File: config.mk
export PLATFORM = sky130hd
export DESIGN_NAME = fetch_unit
export DESIGN_NICKNAME = d
export VERILOG_FILES = /design/src/rtl/riscv_pkg.sv /design/src/rtl/fetch_pc_reg.sv /design/src/rtl/fetch_unit.sv
export SDC_FILE = /design/constraint.sdc
export NUM_CORES = 1
export LEC_CHECK = 0
export CORE_UTILIZATION = 45
export DETAILED_ROUTE_END_ITERATION = 6
export GPL_TIMING_DRIVEN = 0
export PLACE_DENSITY = 0.81
export SKIP_LAST_GASP = 1
export SYNTH_ARGS = -nofsm -noshare
export SYNTH_HDL_FRONTEND = slang
export SYNTH_SLANG_ARGS = --single-unit
File: constraint.sdc
create_clock -name clk -period 3.48 [get_ports clk]
set_input_delay 0.522 -clock clk [delete_from_list [all_inputs] [get_ports clk]]
set_output_delay 0.522 -clock clk [all_outputs]
set_load 0.02 [all_outputs]
File: src/rtl/riscv_pkg.sv
// Shared RISC-V definitions: NOP encoding, fetch FSM state encoding, and
// instruction field bit positions (also consumed by the Control_Unit decode).
// No ports; combinational helpers only.
package riscv_pkg;

  // addi x0,x0,0
  localparam logic [31:0] RV_NOP_INSTR = 32'h0000_0013;

  typedef enum logic [1:0] {
    S_REQ  = 2'd0,  // request outstanding
    S_HOLD = 2'd1,  // instruction held for consumer
    S_DROP = 2'd2   // killed request awaiting its ack
  } fetch_state_e;

  localparam int OP_LSB = 0;
  localparam int OP_MSB = 6;
  localparam int F3_LSB = 12;
  localparam int F3_MSB = 14;
  localparam int F7_LSB = 25;
  localparam int F7_MSB = 31;

  function automatic logic [6:0] get_op(input logic [31:0] ins);
    return ins[OP_MSB:OP_LSB];
  endfunction

  function automatic logic [2:0] get_funct3(input logic [31:0] ins);
    return ins[F3_MSB:F3_LSB];
  endfunction

  function automatic logic [6:0] get_funct7(input logic [31:0] ins);
    return ins[F7_MSB:F7_LSB];
  endfunction

  function automatic logic [31:0] align_word(input logic [31:0] a);
    return {a[31:2], 2'b00};
  endfunction

endpackage

File: src/rtl/fetch_pc_reg.sv
// Program counter register: reset load, +4 increment, redirect load, word alignment.
// Latency: pc_o updates one cycle after inc_i/load_i; load_i has priority over inc_i.
// Backpressure: none; caller decides when to step.
// Ports: clk_i, rst_i (sync, active-high), inc_i, load_i, target_i[31:0], pc_o[31:0].
module fetch_pc_reg
  import riscv_pkg::*;
#(
  parameter logic [31:0] RESET_PC = 32'h0000_0000
) (
  input  logic        clk_i,
  input  logic        rst_i,
  input  logic        inc_i,
  input  logic        load_i,
  input  logic [31:0] target_i,
  output logic [31:0] pc_o
);

  logic [31:0] pc_q;
  logic [31:0] pc_d;

  always_comb begin
    pc_d = pc_q;
    if (load_i) begin
      pc_d = align_word(target_i);
    end else if (inc_i) begin
      // Natural 32-bit wrap: 32'hFFFF_FFFC + 4 -> 0
      pc_d = pc_q + 32'd4;
    end
  end

  always_ff @(posedge clk_i) begin
    if (rst_i) begin
      pc_q <= align_word(RESET_PC);
    end else begin
      pc_q <= pc_d;
    end
  end

  assign pc_o = pc_q;

endmodule

File: src/rtl/fetch_unit.sv
// Instruction fetch: issues word fetches, holds the returned instruction for decode.
// Latency: instr_valid one cycle after imem_ack; at best one instruction per 2 cycles.
// Backpressure: instr held stable with no new request while instr_valid & !instr_ready.
// Ports: clk, rst (sync, active-high); imem_req/imem_addr/imem_ack/imem_rdata memory side;
//        instr/instr_pc/op/funct3/funct7/instr_valid/instr_ready decode side;
//        redirect/redirect_target from branch resolution; fetch_cnt handshake counter.
module fetch_unit
  import riscv_pkg::*;
#(
  parameter logic [31:0] RESET_PC  = 32'h0000_0000,
  parameter logic [31:0] NOP_INSTR = RV_NOP_INSTR
) (
  input  logic        clk,
  input  logic        rst,
  output logic        imem_req,
  output logic [31:0] imem_addr,
  input  logic        imem_ack,
  input  logic [31:0] imem_rdata,
  output logic [31:0] instr,
  output logic [31:0] instr_pc,
  output logic [6:0]  op,
  output logic [2:0]  funct3,
  output logic [6:0]  funct7,
  output logic        instr_valid,
  input  logic        instr_ready,
  input  logic        redirect,
  input  logic [31:0] redirect_target,
  output logic [31:0] fetch_cnt
);

  fetch_state_e state_q, state_d;
  logic [31:0]  instr_q, instr_d;
  logic [31:0]  instr_pc_q, instr_pc_d;
  logic         valid_q, valid_d;
  logic [31:0]  cnt_q, cnt_d;
  logic         pc_inc;
  logic [31:0]  pc;

  fetch_pc_reg #(
    .RESET_PC (RESET_PC)
  ) u_pc (
    .clk_i    (clk),
    .rst_i    (rst),
    .inc_i    (pc_inc),
    .load_i   (redirect),
    .target_i (redirect_target),
    .pc_o     (pc)
  );

  always_comb begin
    state_d    = state_q;
    instr_d    = instr_q;
    instr_pc_d = instr_pc_q;
    valid_d    = valid_q;
    cnt_d      = cnt_q;
    pc_inc     = 1'b0;

    unique case (state_q)
      S_REQ: begin
        if (redirect) begin
          // Same-cycle ack is simply dropped; otherwise the in-flight
          // response still has to be absorbed before refetching.
          state_d = imem_ack ? S_REQ : S_DROP;
        end else if (imem_ack) begin
          instr_d    = imem_rdata;
          instr_pc_d = pc;
          valid_d    = 1'b1;
          pc_inc     = 1'b1;
          state_d    = S_HOLD;
        end
      end
      S_HOLD: begin
        if (valid_q && instr_ready) begin
          cnt_d   = cnt_q + 32'd1;
          valid_d = 1'b0;
          state_d = S_REQ;
        end
        if (redirect) begin
          valid_d = 1'b0;
          state_d = S_REQ;
        end
      end
      S_DROP: begin
        // pc already holds the latest redirect target; only wait out the ack.
        if (imem_ack) begin
          state_d = S_REQ;
        end
      end
      default: begin
        state_d = S_REQ;
      end
    endcase
  end

  always_ff @(posedge clk) begin
    if (rst) begin
      state_q    <= S_REQ;
      instr_q    <= NOP_INSTR;
      instr_pc_q <= RESET_PC;
      valid_q    <= 1'b0;
      cnt_q      <= 32'd0;
    end else begin
      state_q    <= state_d;
      instr_q    <= instr_d;
      instr_pc_q <= instr_pc_d;
      valid_q    <= valid_d;
      cnt_q      <= cnt_d;
    end
  end

  // Gated by rst so no request leaks out while reset is held.
  assign imem_req    = (state_q == S_REQ) && !rst;
  assign imem_addr   = pc;
  assign instr       = instr_q;
  assign instr_pc    = instr_pc_q;
  assign instr_valid = valid_q;
  assign fetch_cnt   = cnt_q;
  assign op          = get_op(instr_q);
  assign funct3      = get_funct3(instr_q);
  assign funct7      = get_funct7(instr_q);

endmodule

==> results.md, run 1 <==
- Ys async rst share: 0%
- Resized Gates After CTS: 0
- Setup TNS: 0 ns
- Max Freq: 0.307 GHz
- Mean Syn Cell Area: 8.06 um^2
- DRC Markers: 0
- Full die area: 0.0128 mm^2
- CP required: 2.96 ns
- RSZ-0062 raised after global routing: false
- DIE WIDTH: 113 um
- # diodes: 0
- Gate Count Post-Synth: 689
- Final WL: 17000 um
- R2R cell count: 5
- Worst rel slew slack: 41.3%
- Core area: 0.0120 mm^2
- H-tree levels: 4
- Remaining global-route overflow: 0
- Hold Crit Endpoint: instr[15]
- ANT nets after route: 0
- Drt initial violations: 428
- Share of layout cells above drive strength 1: 7.82%
- CTS tree: done
- Clk slew on worst S/H paths: 0.05 ns
- Critical Path Sink Type: primary output
- Number of flops mapped to enable cells by yosys: 0
- Layout net count: 991
- # hold bufs at CTS: 0
- Setup violations, final: 0
- Worst-path fanout max: 10
- Worst EP arrival: 2.73 ns
- Postcts setup bufs: 0
- Mapped Area: 0.00556 mm^2
- Worst vdd ir: 0.367 mV
- Vias in the first global route: 5280
- Part of the cycle the worst path needs: 93.5%
- Crit path kind: in -> out
- Largest net degree at the start of global routing: 17
- Min-Delay Path Depth: 2
- Final Hold Fails: 0
- Worst flop-to-flop path startpoint: state_q[1]
- Area growth syn-to-layout: 51.9%
- Worst Setup Start Kind: input port
- Initial Util: 46.3%
- Port Buf Inserts: 209
- Worst reg-to-reg setup slack: 1.23 ns
- Routed via count: 5718
- CTS Buf Count: 17
- DR pass1 iterations: 5
- Status: complete, no violations
- First-pass GRT wire length: 26100 um
- Distinct cells, synth: 52
- DIE HEIGHT: 113 um
- Clk sinks: 127
- All-Layer GR Usage: 26.5%
- P_leak: 3.08 nW
- Clock Skew: 0.00661 ns
- Vias per cell: 5.29
- HPWL after DPL: 12200 um
- Clock Path Buffers: 2
- Tot Pwr: 3.83 mW
- Power per cell area: 454 mW/mm^2
- Worst slew pin tran: 0.878 ns
- Hold Crit Start: instr[15]
- Synth warn: 0
- Clock latency on the worst-skew pair: 0.42 ns
- Main synth FF type: dfxtp_1
- DR WL/cell: 15.7 um
- Clock Tree Root: clkbuf_16
- Minimum clock period: 3.26 ns
- Rows: 40
- FF+latch count, synth: 127
- Max-Cap Viols: 0
- Post-synthesis sequential area ratio: 45.8%
- Ports: 216
- Hold Path Class: reg -> reg
- Final Slew Violations: 0
- Antenna violations before repair: 0
- GP Congestion: 0.836
- Crit Reg-Reg Endpoint: instr[12]
[synth_stat cells (4+ instances only)]
cell	instances	area [um^2]
nor3_1	11	55.1
buf_2	10	50.1
nand2_1	163	612
nor2_1	59	221
xnor2_1	11	96.3
buf_4	22	165
clkbuf_1	26	97.6
xor2_1	37	324
dfxtp_1	127	2540
nor4_1	7	43.8
nand4_1	25	156
nand3_1	23	115
inv_1	10	37.5
or3_1	5	31.3
a211oi_1	12	90.1
a21oi_1	77	385
and3_1	7	43.8
o21ai_0	5	25.0
a31oi_1	4	25.0
mux2i_1	5	50.1
[worst max-delay path by stage]
| stage | start | end | slack (ns) |
|---|---|---|---|
| floorplan | redirect | u_pc.pc_o[16] | 1.43 |
| global placement | rst | imem_req | 0.29 |
| detailed placement | rst | imem_req | 0.26 |
| CTS | rst | imem_req | 0.25 |
| global route | rst | imem_req | 0.10 |
| finish | rst | imem_req | 0.22 |
[power by group]
group	total, mW	switching [mW]	internal, mW
combinational	0.483	0.245	0.238
clock	1.78	0.619	1.17
sequential	1.56	0.0573	1.51
[flip-flops by register name, indices dropped and copies added (netlist names)]
register / cells
fetch_cnt: 32
instr: 32
instr_pc: 30
u_pc.pc_o: 30
state_q: 2
instr_valid: 1
[critical path, stage by stage]
cell and delay [ns]:
clkdlybuf4s50_1 0.49, clkbuf_1 0.43, clkbuf_1 0.58, nor3_1 0.10, clkdlybuf4s50_1 0.61
[cell type report]
cell class                 count  area [um^2]
buffer                        60          328
clock buffer                  27          523
clock inverter                 5         75.1
fill                         979         3570
inverter                      10         37.5
multi-input combinational    495         2660
sequential                   127         2540
tap                          147          184
timing repair buffer         209         2090
[metal layers]
metal	global-route usage [%]	vias up	routed length, um
met5	0	-	0
met2	44.9	254	8270
met1	31.2	2667	6990
met3	8.36	21	1470
li1	-	2776	-
met4	10.6	0	225
[kinds of logic (layout without fill, tap and decap cells)]
group	count (synthesis)	count (layout)	share of synthesized area, %
AND/OR/NAND/NOR	327	327	27.7
flip-flops	127	127	45.8
AO/OA/AOI/OAI	107	107	10.6
buffers and inverters	70	311	6.58
XOR/XNOR	48	48	7.57
multiplexers	7	7	1.31
adder cells (fa/ha/maj)	2	2	0.450
other	1	4	0.0675
[layout by cell type (no fill, tap or decap), drive strengths merged, types with 6 or more instances in the layout]
cell type | synthesis | final
nand4 | 26 | 26
buf | 34 | 34
clkbuf | 26 | 53
a211oi | 12 | 12
clkdlybuf4s50 | 0 | 209
inv | 10 | 10
dfxtp | 127 | 127
and3 | 7 | 7
xnor2 | 11 | 11
o21ai | 6 | 6
xor2 | 37 | 37
nor4 | 9 | 9
nor3 | 13 | 13
nor2 | 61 | 61
nand3 | 24 | 24
a21oi | 77 | 77
nand2 | 163 | 163
[metrics by stage]
stage	area (um^2)	cells	setup slack, ns	hold slack [ns]	utilization [%]
after floorplan	5570	692	1.43	0.534	-
after global placement	7840	1048	0.293	0.441	65.3
after detailed placement	7840	1048	0.262	0.447	65.3
after CTS	8440	1080	0.251	0.453	70.3
after global routing	8440	1080	0.101	0.472	70.3
final	8440	1080	0.225	0.452	70.3
Power figures use the tool's default switching activity.
==> run 2: changes to the inputs <==
Settings changed: CELL_PAD_IN_SITES_DETAIL_PLACEMENT set to 0, CELL_PAD_IN_SITES_GLOBAL_PLACEMENT set to 1, CORE_UTILIZATION 45 to 25, PLACE_DENSITY 0.81 to 0.66.
Clock period 3.48 ns to 4.15 ns, I/O delays scaled along.
==> run 2 against run 1 <==
Against the previous run:
- design area up 2.2%
- core utilization down 31 points
- sequential power down 16%
- setup slack better by 0.35 ns
- non-clock buffer count unchanged
- sequential cell count unchanged
- count of clock-buffer cells in the layout down 5
- register-to-register slack better by 0.52 ns
- largest power group unchanged
==> results.md, run 2 (synthesis results as in run 1) <==
- Status: complete, no violations
- Slowest cell on the critical path: clkbuf_1
- Layout net count: 991 (unchanged)
- CP required: 3.53 ns (+0.57 ns)
- # fillers: 2258 (+130%)
- GR Util met2: 26.6% (-18 points)
- Final Cell Area: 0.00863 mm^2 (+2.2%)
- H-tree levels: 4 (unchanged)
- Final Hold Fails: 0 (unchanged)
- Part of the cycle the worst path needs: 86.2%
- Tot Pwr: 3.29 mW (-14%)
- Clock Tree Root: clkbuf_16
- Share of layout cells above drive strength 1: 8.05% (+0.22 points)
- Power per cell area: 382 mW/mm^2 (-16%)
- DIE HEIGHT: 151 um (+34%)
- Clock Path Buffers: 2 (unchanged)
- Clk slew on worst S/H paths: 0.06 ns (about the same)
- PnR worst setup slack: 0.574 ns (+0.349 ns)
- DP Area: 0.00801 mm^2 (+2.1%)
- Full die area: 0.0228 mm^2 (+78%)
- P_leak: 3.08 nW (about the same)
- Resized Gates After CTS: 0 (unchanged)
- Rows: 54 (+35%)
- ANT nets after route: 0 (unchanged)
- Hold Path Class: reg -> reg
- Final WL: 19000 um (+12%)
- Clock latency on the worst-skew pair: 0.42 ns (about the same)
- Slowest cell delay on critical path: 0.64 ns (+0.03 ns)
- Worst slew pin tran: 0.868 ns (-0.0101 ns)
- All-Layer GR Usage: 16.9% (-9.7 points)
- GP Congestion: 0.766 (-8.3%)
- Clock Skew: 0.0100 ns (+0.00343 ns)
- Worst rel slew slack: 42.0% (+0.67 points)
- RSZ-0062 raised after global routing: false
- Non-Filler Instances: 1213 (+12%)
- Routed via count: 5427 (-5.1%)
- Antenna violations before repair: 0 (unchanged)
- Met3 Use GR: 5.39% (-3.0 points)
- Vias per cell: 4.47 (-15%)
- Area growth syn-to-layout: 55.3%
- Port Buf Inserts: 209 (unchanged)
- CP Buf/Inv Count: 4 (unchanged)
- Commonest non-fill, non-tap cells in the layout: clkdlybuf4s50_1, nand2_1, dfxtp_1
- Critical Path Sink Type: primary output
- Commonest non-fill, non-tap cell in the layout: clkdlybuf4s50_1
- Register area: 0.00254 mm^2 (unchanged)
- Worst-path cell chain: clkdlybuf4s50_1 > clkbuf_1 > clkbuf_1 > nor3_1 > clkdlybuf4s50_1
- Initial Util: 25.5% (-21 points)
- HPWL after DPL: 13900 um (+14%)
- Hold Crit Endpoint: instr_pc[10]
- CTS Buf Count: 17 (unchanged)
- Drt initial violations: 261 (-39%)
- Vias in the first global route: 5062 (-4.1%)
- DR WL/cell: 15.7 um (about the same)
- R2R cell count: 5 (unchanged)
- Worst hold margin: 0.451 ns (-0.00113 ns)
- Worst reg-to-reg setup slack: 1.75 ns (+0.52 ns)
- Multi-input logic area: 0.00266 mm^2 (unchanged)
- Largest net degree at the start of global routing: 17 (unchanged)
- CTS tree: done
- Crit-path leading delay family: buffers and inverters
- Hold Crit Start: instr_pc[10]
- Minimum clock period: 3.58 ns
- Busiest layer in global routing: met2
- Final Slew Violations: 0 (unchanged)
- Min-Delay Path Depth: 2 (unchanged)
- Worst EP arrival: 2.95 ns (+0.22 ns)
- Worst vdd ir: 0.248 mV (-32%)
- Crit path kind: in -> out
- Postcts setup bufs: 0 (unchanged)
- Dpl cells: 1181 (+13%)
- Pre-CTS WS: 0.485 ns (+0.223 ns)
- Crit Reg-Reg Endpoint: instr_pc[6]
- Worst Setup Start Kind: input port
- DIE WIDTH: 151 um (+34%)
- Util after Layout: 39.5% (-31 points)
- Worst-path fanout max: 10 (unchanged)
- Setup TNS: 0 ns (unchanged)
- Max Freq: 0.280 GHz
- Ports: 216 (unchanged)
- Core area: 0.0218 mm^2 (+82%)
- Worst flop-to-flop path startpoint: state_q[0]
- Clk sinks: 127 (unchanged)
- DR pass1 iterations: 4 (-1)
- # hold bufs at CTS: 0 (unchanged)
- Setup violations, final: 0 (unchanged)
- Grt met1 use: 21.9% (-9.4 points)
- Max-Cap Viols: 0 (unchanged)
- DRC Markers: 0 (unchanged)
- Remaining global-route overflow: 0 (unchanged)
- First-pass GRT wire length: 28800 um (+10%)
==> run 2: cell count changes in the layout (fill, tap and decap cells not counted), sizes merged <==
cell,previous run,this run
clkinvlp,0,3
clkbuf,53,48
diode,0,1
bufinv,2,3
clkinv,3,2
inv,10,11
==> run 2: power by group <==
| part | switching, mW | internal [mW] | leakage [nW] | total [mW] |
|---|---|---|---|---|
| sequential | 0.0497 | 1.26 | 1.03 | 1.31 |
| combinational | 0.210 | 0.200 | 1.75 | 0.409 |
| clock | 0.565 | 1.01 | 0.295 | 1.57 |
==> run 2: final cells by class <==
class,count,share of cell area [%]
diodes,1,0.0290
plain buffers,60,3.80
clock buffers,22,5.61
clock inverters,9,1.52
inverters,10,0.435
multi-input cells,495,30.8
flip-flops and latches,127,29.5
well taps,280,4.06
repair buffers,209,24.2
==> run 2: tightest hold or removal path: stages, from the launching register on <==
cell     delay [ns]
dfxtp_1        0.30
nand2_1        0.05
a21oi_1        0.05
==> run 2: worst max path at each step <==
stage / start / end / slack, ns / depth (start not counted)
floorplan: redirect / u_pc.pc_o[16] / 2.00 / 5
global placement: rst / imem_req / 0.41 / 5
detailed placement: rst / imem_req / 0.48 / 5
CTS: rst / imem_req / 0.47 / 5
global route: rst / imem_req / 0.41 / 5
finish: rst / imem_req / 0.57 / 5
==> run 2: layer usage <==
layer | share of wire (%) | wire length [um]
met1 | 46 | 8710
met2 | 45 | 8490
met3 | 8.7 | 1660
met5 | 0 | 0
met4 | 0.96 | 183
==> run 3: changes to the inputs <==
Settings changed: HOLD_SLACK_MARGIN set to 0.06.
==> results of run 3 <==
The final DEF is identical to that of run 2; final timing and power are the same.
